$ cat config.mk
export PLATFORM = sky130hd
export DESIGN_NAME = ws2812b_multi_pixel_capture_flat
export DESIGN_NICKNAME = d
export VERILOG_FILES = /design/src/rtl/ws2812b_multi_pixel_capture_if.sv /design/src/rtl/ws2812b_multi_pixel_capture.sv /design/src/flat_wrapper.sv
export SDC_FILE = /design/constraint.sdc
export NUM_CORES = 1
export LEC_CHECK = 0
export ABC_AREA = 1
export ABC_CLOCK_PERIOD_IN_PS = 10600
export CORE_MARGIN = 2
export CORE_UTILIZATION = 60
export CTS_BUF_LIST = sky130_fd_sc_hd__clkbuf_4
export CTS_CLUSTER_DIAMETER = 50
export CTS_CLUSTER_SIZE = 14
export DETAILED_ROUTE_END_ITERATION = 10
export GPL_ROUTABILITY_DRIVEN = 0
export PLACE_DENSITY = 0.78
export SYNTH_ARGS = -nofsm -noshare
export SYNTH_HDL_FRONTEND = slang
export SYNTH_SLANG_ARGS = --single-unit
$ cat constraint.sdc
create_clock -name clk -period 10.6 [get_ports clk]
set_input_delay 2.12 -clock clk [delete_from_list [all_inputs] [get_ports clk]]
set_output_delay 2.12 -clock clk [all_outputs]
set_load 0.05 [all_outputs]
$ cat src/rtl/ws2812b_multi_pixel_capture_if.sv
// Register bus between the TinyQV core and the WS2812B capture peripheral.
interface ws2812b_multi_pixel_capture_if;
  logic [3:0] address;
  logic       data_write;
  logic [7:0] data_in;
  logic [7:0] data_out;

  modport master (output address, data_write, data_in, input data_out);
  modport slave  (input address, data_write, data_in, output data_out);
endinterface

$ cat src/rtl/ws2812b_multi_pixel_capture.sv
// WS2812B chain sniffer: captures the first NUM_PIXELS pixels of each frame into a
// double buffer and forwards the remaining bits on uo_out like a normal chain member.
module ws2812b_multi_pixel_capture #(
  parameter int NUM_PIXELS      = 4,
  parameter int BYTES_PER_PIXEL = 3,
  parameter int DEF_THRESHOLD   = 38,
  parameter int DEF_IDLE        = 3840
) (
  input  logic       clk,
  input  logic       rst_n,
  input  logic [7:0] ui_in,
  output logic [7:0] uo_out,
  ws2812b_multi_pixel_capture_if.slave bus
);
  localparam int TOTAL = NUM_PIXELS * BYTES_PER_PIXEL;
  localparam int IW    = $clog2(TOTAL);
  localparam int PW    = $clog2(TOTAL + 1);

  typedef enum logic [1:0] {ST_WAIT = 2'd0, ST_CAPTURE = 2'd1, ST_PASS = 2'd2} state_t;
  state_t state, state_nx;

  logic [2:0]  din_sel;
  logic        din, din_q, rise, fall;
  logic [15:0] hi_cnt, lo_cnt, thr, idle_v, thr_sh, idle_sh;
  logic        armed, idle_evt, bit_v, byte_done;
  logic [7:0]  shreg, byte_v, frame_cnt;
  logic [2:0]  bit_cnt;
  logic [PW-1:0] byte_ptr;
  logic [3:0]  pix_idx;
  logic        ready, overrun, partial;
  logic        complete, set_rdy, set_ovr, set_part;
  logic [2:0]  clr;
  logic [TOTAL-1:0][7:0] work, vis;

  assign din       = ui_in[din_sel];
  assign rise      = din & ~din_q;
  assign fall      = ~din & din_q;
  assign bit_v     = hi_cnt > thr;
  assign byte_v    = {shreg[6:0], bit_v};
  assign byte_done = fall & (bit_cnt == 3'd7);
  // Fires once per low stretch; armed is only restored by the next rising edge.
  assign idle_evt  = armed & ~din & (lo_cnt == idle_v);

  assign complete  = (byte_ptr == PW'(TOTAL));
  assign set_rdy   = idle_evt & complete;
  assign set_ovr   = set_rdy & ready;
  assign set_part  = idle_evt & ~complete & (byte_ptr != '0);
  assign clr       = (bus.data_write && bus.address == 4'h5) ? bus.data_in[2:0] : 3'b000;

  assign uo_out    = (state == ST_PASS) ? {8{din_q}} : 8'h00;

  always_comb begin
    state_nx = state;
    case (state)
      ST_WAIT:    if (rise) state_nx = ST_CAPTURE;
      ST_CAPTURE: if (byte_done && byte_ptr == PW'(TOTAL - 1)) state_nx = ST_PASS;
      ST_PASS:    ;
      default:    state_nx = ST_WAIT;
    endcase
    if (idle_evt) state_nx = ST_WAIT;
  end

  always_ff @(posedge clk or negedge rst_n) begin
    if (!rst_n) state <= ST_WAIT;
    else        state <= state_nx;
  end

  always_ff @(posedge clk or negedge rst_n) begin
    if (!rst_n) begin
      din_q <= 1'b0;  hi_cnt <= '0;  lo_cnt <= '0;  armed <= 1'b1;
      shreg <= '0;    bit_cnt <= '0; byte_ptr <= '0;
      work <= '0;     vis <= '0;     frame_cnt <= '0;
      ready <= 1'b0;  overrun <= 1'b0; partial <= 1'b0;
      pix_idx <= '0;  din_sel <= 3'd1;
      thr <= 16'(DEF_THRESHOLD);  thr_sh <= 16'(DEF_THRESHOLD);
      idle_v <= 16'(DEF_IDLE);    idle_sh <= 16'(DEF_IDLE);
    end else begin
      din_q <= din;
      if (din) begin
        lo_cnt <= '0;
        if (hi_cnt != 16'hFFFF) hi_cnt <= hi_cnt + 16'd1;
      end else begin
        hi_cnt <= '0;
        if (lo_cnt != 16'hFFFF) lo_cnt <= lo_cnt + 16'd1;
      end

      if (rise)          armed <= 1'b1;
      else if (idle_evt) armed <= 1'b0;

      if (idle_evt) begin
        shreg <= '0;
        bit_cnt <= '0;
      end else if (fall) begin
        shreg <= byte_v;
        bit_cnt <= bit_cnt + 3'd1;
      end

      if (idle_evt) byte_ptr <= '0;
      else if (state == ST_CAPTURE && byte_done) begin
        work[IW'(byte_ptr)] <= byte_v;
        byte_ptr <= byte_ptr + PW'(1);
      end

      if (set_rdy) begin
        vis <= work;
        frame_cnt <= frame_cnt + 8'd1;
      end
      // A set event in the same cycle outranks a software clear.
      ready   <= set_rdy  | (ready   & ~clr[0]);
      overrun <= set_ovr  | (overrun & ~clr[1]);
      partial <= set_part | (partial & ~clr[2]);

      if (bus.data_write) begin
        case (bus.address)
          4'h0: pix_idx       <= bus.data_in[3:0];
          4'h6: idle_sh[7:0]  <= bus.data_in;
          4'h7: idle_sh[15:8] <= bus.data_in;
          4'h8: thr_sh[7:0]   <= bus.data_in;
          4'h9: thr_sh[15:8]  <= bus.data_in;
          4'hA: begin
            thr    <= thr_sh;
            idle_v <= idle_sh;
          end
          4'hB: din_sel <= bus.data_in[2:0];
          default: ;
        endcase
      end
    end
  end

  int sel_b, idx;
  always_comb begin
    bus.data_out = 8'h00;
    sel_b = 0;
    idx = 0;
    case (bus.address)
      4'h0: bus.data_out = {4'b0000, pix_idx};
      4'h1, 4'h2, 4'h3, 4'h4: begin
        sel_b = int'(bus.address) - 1;
        idx   = int'(pix_idx) * BYTES_PER_PIXEL + sel_b;
        if (int'(pix_idx) < NUM_PIXELS && sel_b < BYTES_PER_PIXEL)
          bus.data_out = vis[IW'(idx)];
      end
      4'h5: bus.data_out = {3'b000, state, partial, overrun, ready};
      4'h6: bus.data_out = idle_sh[7:0];
      4'h7: bus.data_out = idle_sh[15:8];
      4'h8: bus.data_out = thr_sh[7:0];
      4'h9: bus.data_out = thr_sh[15:8];
      4'hB: bus.data_out = {5'b00000, din_sel};
      4'hC: bus.data_out = frame_cnt;
      default: ;
    endcase
  end
endmodule
$ cat src/flat_wrapper.sv
// flat-port wrapper written by rule: the top's interface ports become plain ports
module ws2812b_multi_pixel_capture_flat 
#(
  parameter int NUM_PIXELS      = 4,
  parameter int BYTES_PER_PIXEL = 3,
  parameter int DEF_THRESHOLD   = 38,
  parameter int DEF_IDLE        = 3840
)
  (clk, rst_n, ui_in, uo_out, bus_address, bus_data_write, bus_data_in, bus_data_out);
  ws2812b_multi_pixel_capture_if bus_i ();
  input  logic clk;
  input  logic rst_n;
  input  logic [7:0] ui_in;
  output logic [7:0] uo_out;
  input wire logic [$bits(bus_i.address)-1:0] bus_address;
  input wire logic [$bits(bus_i.data_write)-1:0] bus_data_write;
  input wire logic [$bits(bus_i.data_in)-1:0] bus_data_in;
  output wire logic [$bits(bus_i.data_out)-1:0] bus_data_out;
  assign bus_i.address = bus_address;
  assign bus_i.data_write = bus_data_write;
  assign bus_i.data_in = bus_data_in;
  assign bus_data_out = bus_i.data_out;
  ws2812b_multi_pixel_capture #(.NUM_PIXELS(NUM_PIXELS), .BYTES_PER_PIXEL(BYTES_PER_PIXEL), .DEF_THRESHOLD(DEF_THRESHOLD), .DEF_IDLE(DEF_IDLE)) u_core (.clk(clk), .rst_n(rst_n), .ui_in(ui_in), .uo_out(uo_out), .bus(bus_i));
endmodule
=== Yosys cells after proc, flatten, opt, wreduce, memory -nomap -nowiden ===
Index checks and enable logic that the tools add are counted.

* Flip-flop bits (word level): 324
* Input bits: 23
* Output and inout bits: 16

* Add/subtract/negate cells: 7
* $mul: 1
* Order comparisons: 7
* Equality and inequality tests: 24
* Mux-type cells: 28
* Bitwise gates (word level): 22
* Reduce and logical (&&, ||, !) cells: 22

{| class="wikitable"
|+ Operators by type and width
! kind !! count
|-
| 96-bit bitwise mux || 1
|-
| 8-bit one-hot mux with 9 select lines || 1
|-
| 16-bit 2-to-1 mux || 4
|-
| 8-bit 2-to-1 mux || 5
|-
| 16-bit by 1-bit adder with 16-bit output (second input constant) || 2
|-
| 8-bit binary-select mux with 4-bit select || 1
|-
| 8-bit demux with 4-bit select || 1
|-
| 16-bit != test (second input constant) || 2
|-
| 4-bit == test (second input constant) || 7
|-
| 16-bit == test || 1
|-
| 4-bit by 3-bit == test with 1-bit output (second input constant) || 4
|-
| 16-bit greater-than comparator || 1
|-
| 2-bit AND reduction || 8
|-
| 7-bit 2-to-1 mux || 2
|-
| 1-bit AND || 12
|-
| 3-bit 2-to-1 mux || 3
|-
| 8-bit by 1-bit adder with 8-bit output (second input constant) || 1
|-
| 4-bit by 2-bit == test with 1-bit output (second input constant) || 2
|-
| 4-bit 2-to-1 mux || 2
|-
| 2-bit nonzero test || 4
|-
| 1-bit inverter || 7
|-
| 4-bit by 6-bit < comparator with 1-bit output (second input constant) || 1
|-
| 2-bit 2-to-1 mux || 3
|-
| 3-bit by 1-bit != test with 1-bit output (second input constant) || 2
|-
| other kinds (26) || 34
|}

=== Logic depth before layout (Yosys ltp) ===
* Word-level depth: 9
* Gate-level depth with buffers: 14
* Mapped depth without buffers: 14

=== Worst setup path after synthesis ===
OpenSTA, ideal clock, no wires.

* Kind: input-to-output
* Start: input port bus_address[0]
* End: output port bus_data_out[1]
* Arrival: 4.861 ns
* Slack: 3.619 ns
* Stages on the path: 14
* Cell sequence: inv_1 ha_1 inv_1 fa_1 ha_1 fa_1 clkbuf_1 inv_1 clkbuf_1 nand2_1 nand2_1 nand2_1 nand3_1 nand2_1

* Longest elaborated chain between the ends: 7

{| class="wikitable"
|+ Ends and longest elaborated chain
! item !! line !! text
|-
| start: declaration || flat_wrapper.sv:15 || <nowiki>input wire logic [$bits(bus_i.address)-1:0] bus_address;</nowiki>
|-
| 4-bit by 1-bit subtractor with 5-bit output || ws2812b_multi_pixel_capture.sv:139 || <nowiki>sel_b = int'(bus.address) - 1;</nowiki>
|-
| 4-bit adder || ws2812b_multi_pixel_capture.sv:140 || <nowiki>idx = int'(pix_idx) * BYTES_PER_PIXEL + sel_b;</nowiki>
|-
| 8-bit binary-select mux with 4-bit select || ws2812b_multi_pixel_capture.sv:142 || <nowiki>bus.data_out = vis[IW'(idx)];</nowiki>
|-
| 8-bit 2-to-1 mux (implied by the code) (2 in series) || ws2812b_multi_pixel_capture.sv:142 ||
|-
| 8-bit 2-to-1 mux || ws2812b_multi_pixel_capture.sv:141 || <nowiki>if (int'(pix_idx) < NUM_PIXELS && sel_b < BYTES_PER_PIXEL)</nowiki>
|-
| 8-bit one-hot mux with 9 select lines (*) || ws2812b_multi_pixel_capture.sv:136 || <nowiki>case (bus.address)</nowiki>
|-
| end: declaration || flat_wrapper.sv:18 || <nowiki>output wire logic [$bits(bus_i.data_out)-1:0] bus_data_out;</nowiki>
|}

Mark *: on every way between the ends. The rest lies on a longest branch, timed or not. The select of a mux whose other input is x is not followed.

=== Worst setup path after layout ===
Same ends and word-level chain as after synthesis.

==> key figures <==
Run status
  • Status: finished, violations left
  • Failing checks: DRC

Logic synthesis
  • Synth Cell Area: 16000 um^2
  • Most frequent cell after synthesis: nand2_1
  • EDFF count, synth: 0
  • Ranking of synthesized cells by area: dfrtp_1 (48%), nand2_1 (19%), nand3_1 (6.2%)
  • Seq/Total Area, Yosys: between 50 and 60%
  • FFs w/ async S/R, synth: 100%
  • Synth Register Bits: 324
  • Average size of a mapped cell: 7.77 um^2
  • Synth top area share: 48.0%
  • Commonest cells post-synth: nand2_1 (829), dfrtp_1 (308), nand3_1 (200)
  • Top_reg_cell synth: dfrtp_1
  • Mapped Nets: 2124
  • Synthesized instance count: 2065
  • Syn. warnings: 0
  • Largest area contributor in the netlist: dfrtp_1
  • Cell variety after synth: 41

Critical path
  • Arrival @ worst endpoint: 6.52 ns
  • Flop2flop setup slack: 6.95 ns
  • Critical path's slowest cell: ha_1
  • Worst reg2reg path startpoint: u_core.din_sel[0]
  • Slowest cell delay on critical path: 0.97 ns
  • CP max FO: 39
  • CP Launch Point: bus_address[0]
  • CP Cell Sequence: clkdlybuf4s50_1 -> inv_1 -> ha_1 -> inv_1 -> fa_1 -> ha_1 -> clkinv_1 -> nand3_1 -> nand3_1 -> nand2_1 -> nand3_1 -> nand2_1 -> clkdlybuf4s50_1
  • R2r worst-path depth: 12
  • Worst setup path endpoint: bus_data_out[1]
  • CP Capture Type: output port
  • CP delay by family, top: buffers and inverters
  • Stages on the worst setup path: 13
  • Critical path type: input port to output port
  • Setup crit start kind: input port
  • CP most frequent cell: nand3_1
  • Critical path buffers and inverters: 5
  • CP required: 8.48 ns
  • Reg2reg end: u_core.vis[24]

Timing
  • Final hold violation count: 0
  • Worst Clk Skew: around 0.085 ns
  • Fin. max-slew vios: 0
  • FMAX: 116 MHz
  • Worst-Margin Slew: approximately 1.2 ns
  • Unrepaired setup endpoints after global routing: false
  • Crit path time final: 8.64 ns
  • Endpoints failing setup: 0
  • Setup_tns: 0 ns
  • Fin crit share: between 80% and 90%
  • Hold slack: 0.468 ns
  • Slew Limit Headroom: 20.2%

GRT
  • Initial antenna violation count: 2
  • Vias in the first global route: 13000
  • First-pass GRT wire length: a little under 70000 um
  • GRT Overall Usage: around 30%
  • Maximum number of pins on one net before global-route repair: 130
  • GRT overflow: 0

Power
  • Pleak: 9.06 nW
  • Reg power frac: between 40% and 50%
  • Cell internal pwr: approximately 1.9 mW
  • Psw: roughly 1 mW
  • Power Dens Cells: roughly 170 nW/um^2
  • Tot Pwr: 2.87 mW
  • Comb pwr share: 24.1%
  • Clk pwr share: about a quarter
  • Sw frac: 34.7%
  • Max VDD drop: between 0.1 and 0.15 mV

Clocking
  • Post-CTS sizing: 0
  • Clock transition at the registers of the reported paths: 0.14 ns
  • Post-CTS Hold Buffers: 0
  • Clk sinks: 324
  • Worst-Skew Late Latency: 0.71 ns
  • Max clock buf depth: 3
  • Root Buffer: clkbuf_4
  • Cts bufs inserted: 34
  • TritonCTS clock tree: built
  • CTS H-tree lvls: 2
  • Post-CTS Setup Bufs: 0

Die
  • Row cnt: 59
  • Ports: 39
  • Die Span X: 168 um
  • Core area: 26100 um^2
  • Die ar.: 28100 um^2
  • Initial core utilization: between 60 and 70%
  • Chip Height: 168 um

Min path
  • Worst min path class: flop to flop

Route
  • Wl on met1: 17000 um
  • First-pass detailed-route iteration total: 9
  • Met2 routed WL: 19600 um
  • Vias: between 10000 and 15000
  • Routed wire length: 41000 um
  • Antenna Violating Nets Remaining: 0
  • WL/cell: 16.9 um
  • Met3 WL: 2620 um
  • Routed vias/inst: approximately 5.6
  • DRT iter0 DRCs: 1280
  • Highest Signal Layer: met5
  • Remaining DRCs: 2

Final layout
  • Final Net Count: 2130
  • Area Growth Syn to Fin: 6.10%
  • Share of cells above drive strength 1: 6.30%
  • Fill cells: 2309
  • Final core utilization: 65.2%

Placed design
  • Count of buffers from port buffering: 38
  • HPWL after detailed placement: 28100 um

Flow run
  • Total of max-cap violations: 0
==> worst min path at each step <==
stage	start	end	slack, ns	cells after the start
6_report	u_core.work[45]	u_core.vis[45]	0.47	2
5_1_grt	u_core.work[79]	u_core.vis[79]	0.49	2
4_1_cts	u_core.work[45]	u_core.vis[45]	0.47	2
3_5_place_dp	u_core.work[79]	u_core.vis[79]	0.45	2
3_3_place_gp	u_core.work[25]	u_core.vis[25]	0.45	2
2_1_floorplan	u_core.work[0]	u_core.vis[0]	0.44	2
==> layer usage <==
layer	up-vias	global-route usage, %
met5	-	0
met4	2	12.7
met3	125	4.63
met2	486	50.3
met1	6395	39.6
li1	6548	-
==> registers in the layout, summed over array words and instances (netlist names) <==
name,cells
u_core.work,96
u_core.thr_sh,16
u_core.armed,1
u_core.state,2
u_core.ready,1
u_core.partial,1
u_core.lo_cnt,16
u_core.vis,96
u_core.overrun,1
u_core.idle_v,16
u_core.thr,16
u_core.idle_sh,16
u_core.din_q,1
u_core.byte_ptr,4
u_core.frame_cnt,8
u_core.shreg,7
u_core.pix_idx,4
u_core.din_sel,3
u_core.hi_cnt,16
u_core.bit_cnt,3
==> layout by cell type, fill, tap and decap left out, types with 22 or more instances in the layout <==
| cell type | netlist | layout |
|---|---|---|
| a21oi_1 | 48 | 48 |
| dfrtp_1 | 308 | 308 |
| clkdlybuf4s50_1 | 0 | 37 |
| inv_1 | 173 | 173 |
| o21ai_0 | 125 | 125 |
| nor3_1 | 27 | 27 |
| inv_2 | 21 | 22 |
| nand2_1 | 829 | 828 |
| ha_1 | 33 | 33 |
| nor2_1 | 101 | 101 |
| clkbuf_4 | 0 | 43 |
| nand3_1 | 200 | 200 |
==> worst min-delay path: cells and delay by family, from the launching register on <==
kind / cells / cell delay, ns
flops: 1 / 0.36
simple gates: 2 / 0.11
==> power by group through the flow <==
stage	Combinational (mW)	Sequential, mW	Clock (mW)
2_1_floorplan	0.513	1.40	0
3_3_place_gp	0.666	1.43	0
3_5_place_dp	0.688	1.44	0
4_1_cts	0.693	1.41	0.776
5_1_grt	0.796	1.43	0.817
6_report	0.693	1.42	0.764
==> cell families (layout without fill, tap and decap cells) <==
family,Yosys count,count (layout),synth area share (%)
mux,1,1,0.0702
flops,324,324,50.6
xor+xnor,19,19,1.04
fa+ha+maj,36,36,2.95
compound gates,217,217,7.20
buf+inv,278,307,7.67
other cells,0,1,0
simple gates,1190,1190,30.4
==> per-stage QoR <==
| stage | cells | setup WS, ns | instance area (um^2) |
|---|---|---|---|
| finish | 2430 | 1.96 | 17000 |
| global route | 2430 | 1.56 | 17000 |
| floorplan | 2065 | 3.62 | 16000 |
| global placement | 2370 | 2.10 | 16500 |
| CTS | 2429 | 1.96 | 17000 |
| detailed placement | 2370 | 1.98 | 16500 |
==> area by class of cell <==
| class | count | area [um^2] | share of cell area (%) |
|---|---|---|---|
| Inverter | 197 | 739 | 4.34 |
| Multi-Input combinational cell | 1463 | 6690 | 39.3 |
| Sequential cell | 324 | 8130 | 47.7 |
| Tap cell | 335 | 419 | 2.46 |
| Clock buffer | 43 | 323 | 1.90 |
| Clock inverter | 16 | 241 | 1.42 |
| Antenna cell | 1 | 2.50 | 0.0147 |
| Timing Repair Buffer | 51 | 483 | 2.84 |
No activity file was read; power rests on OpenSTA's default activity.
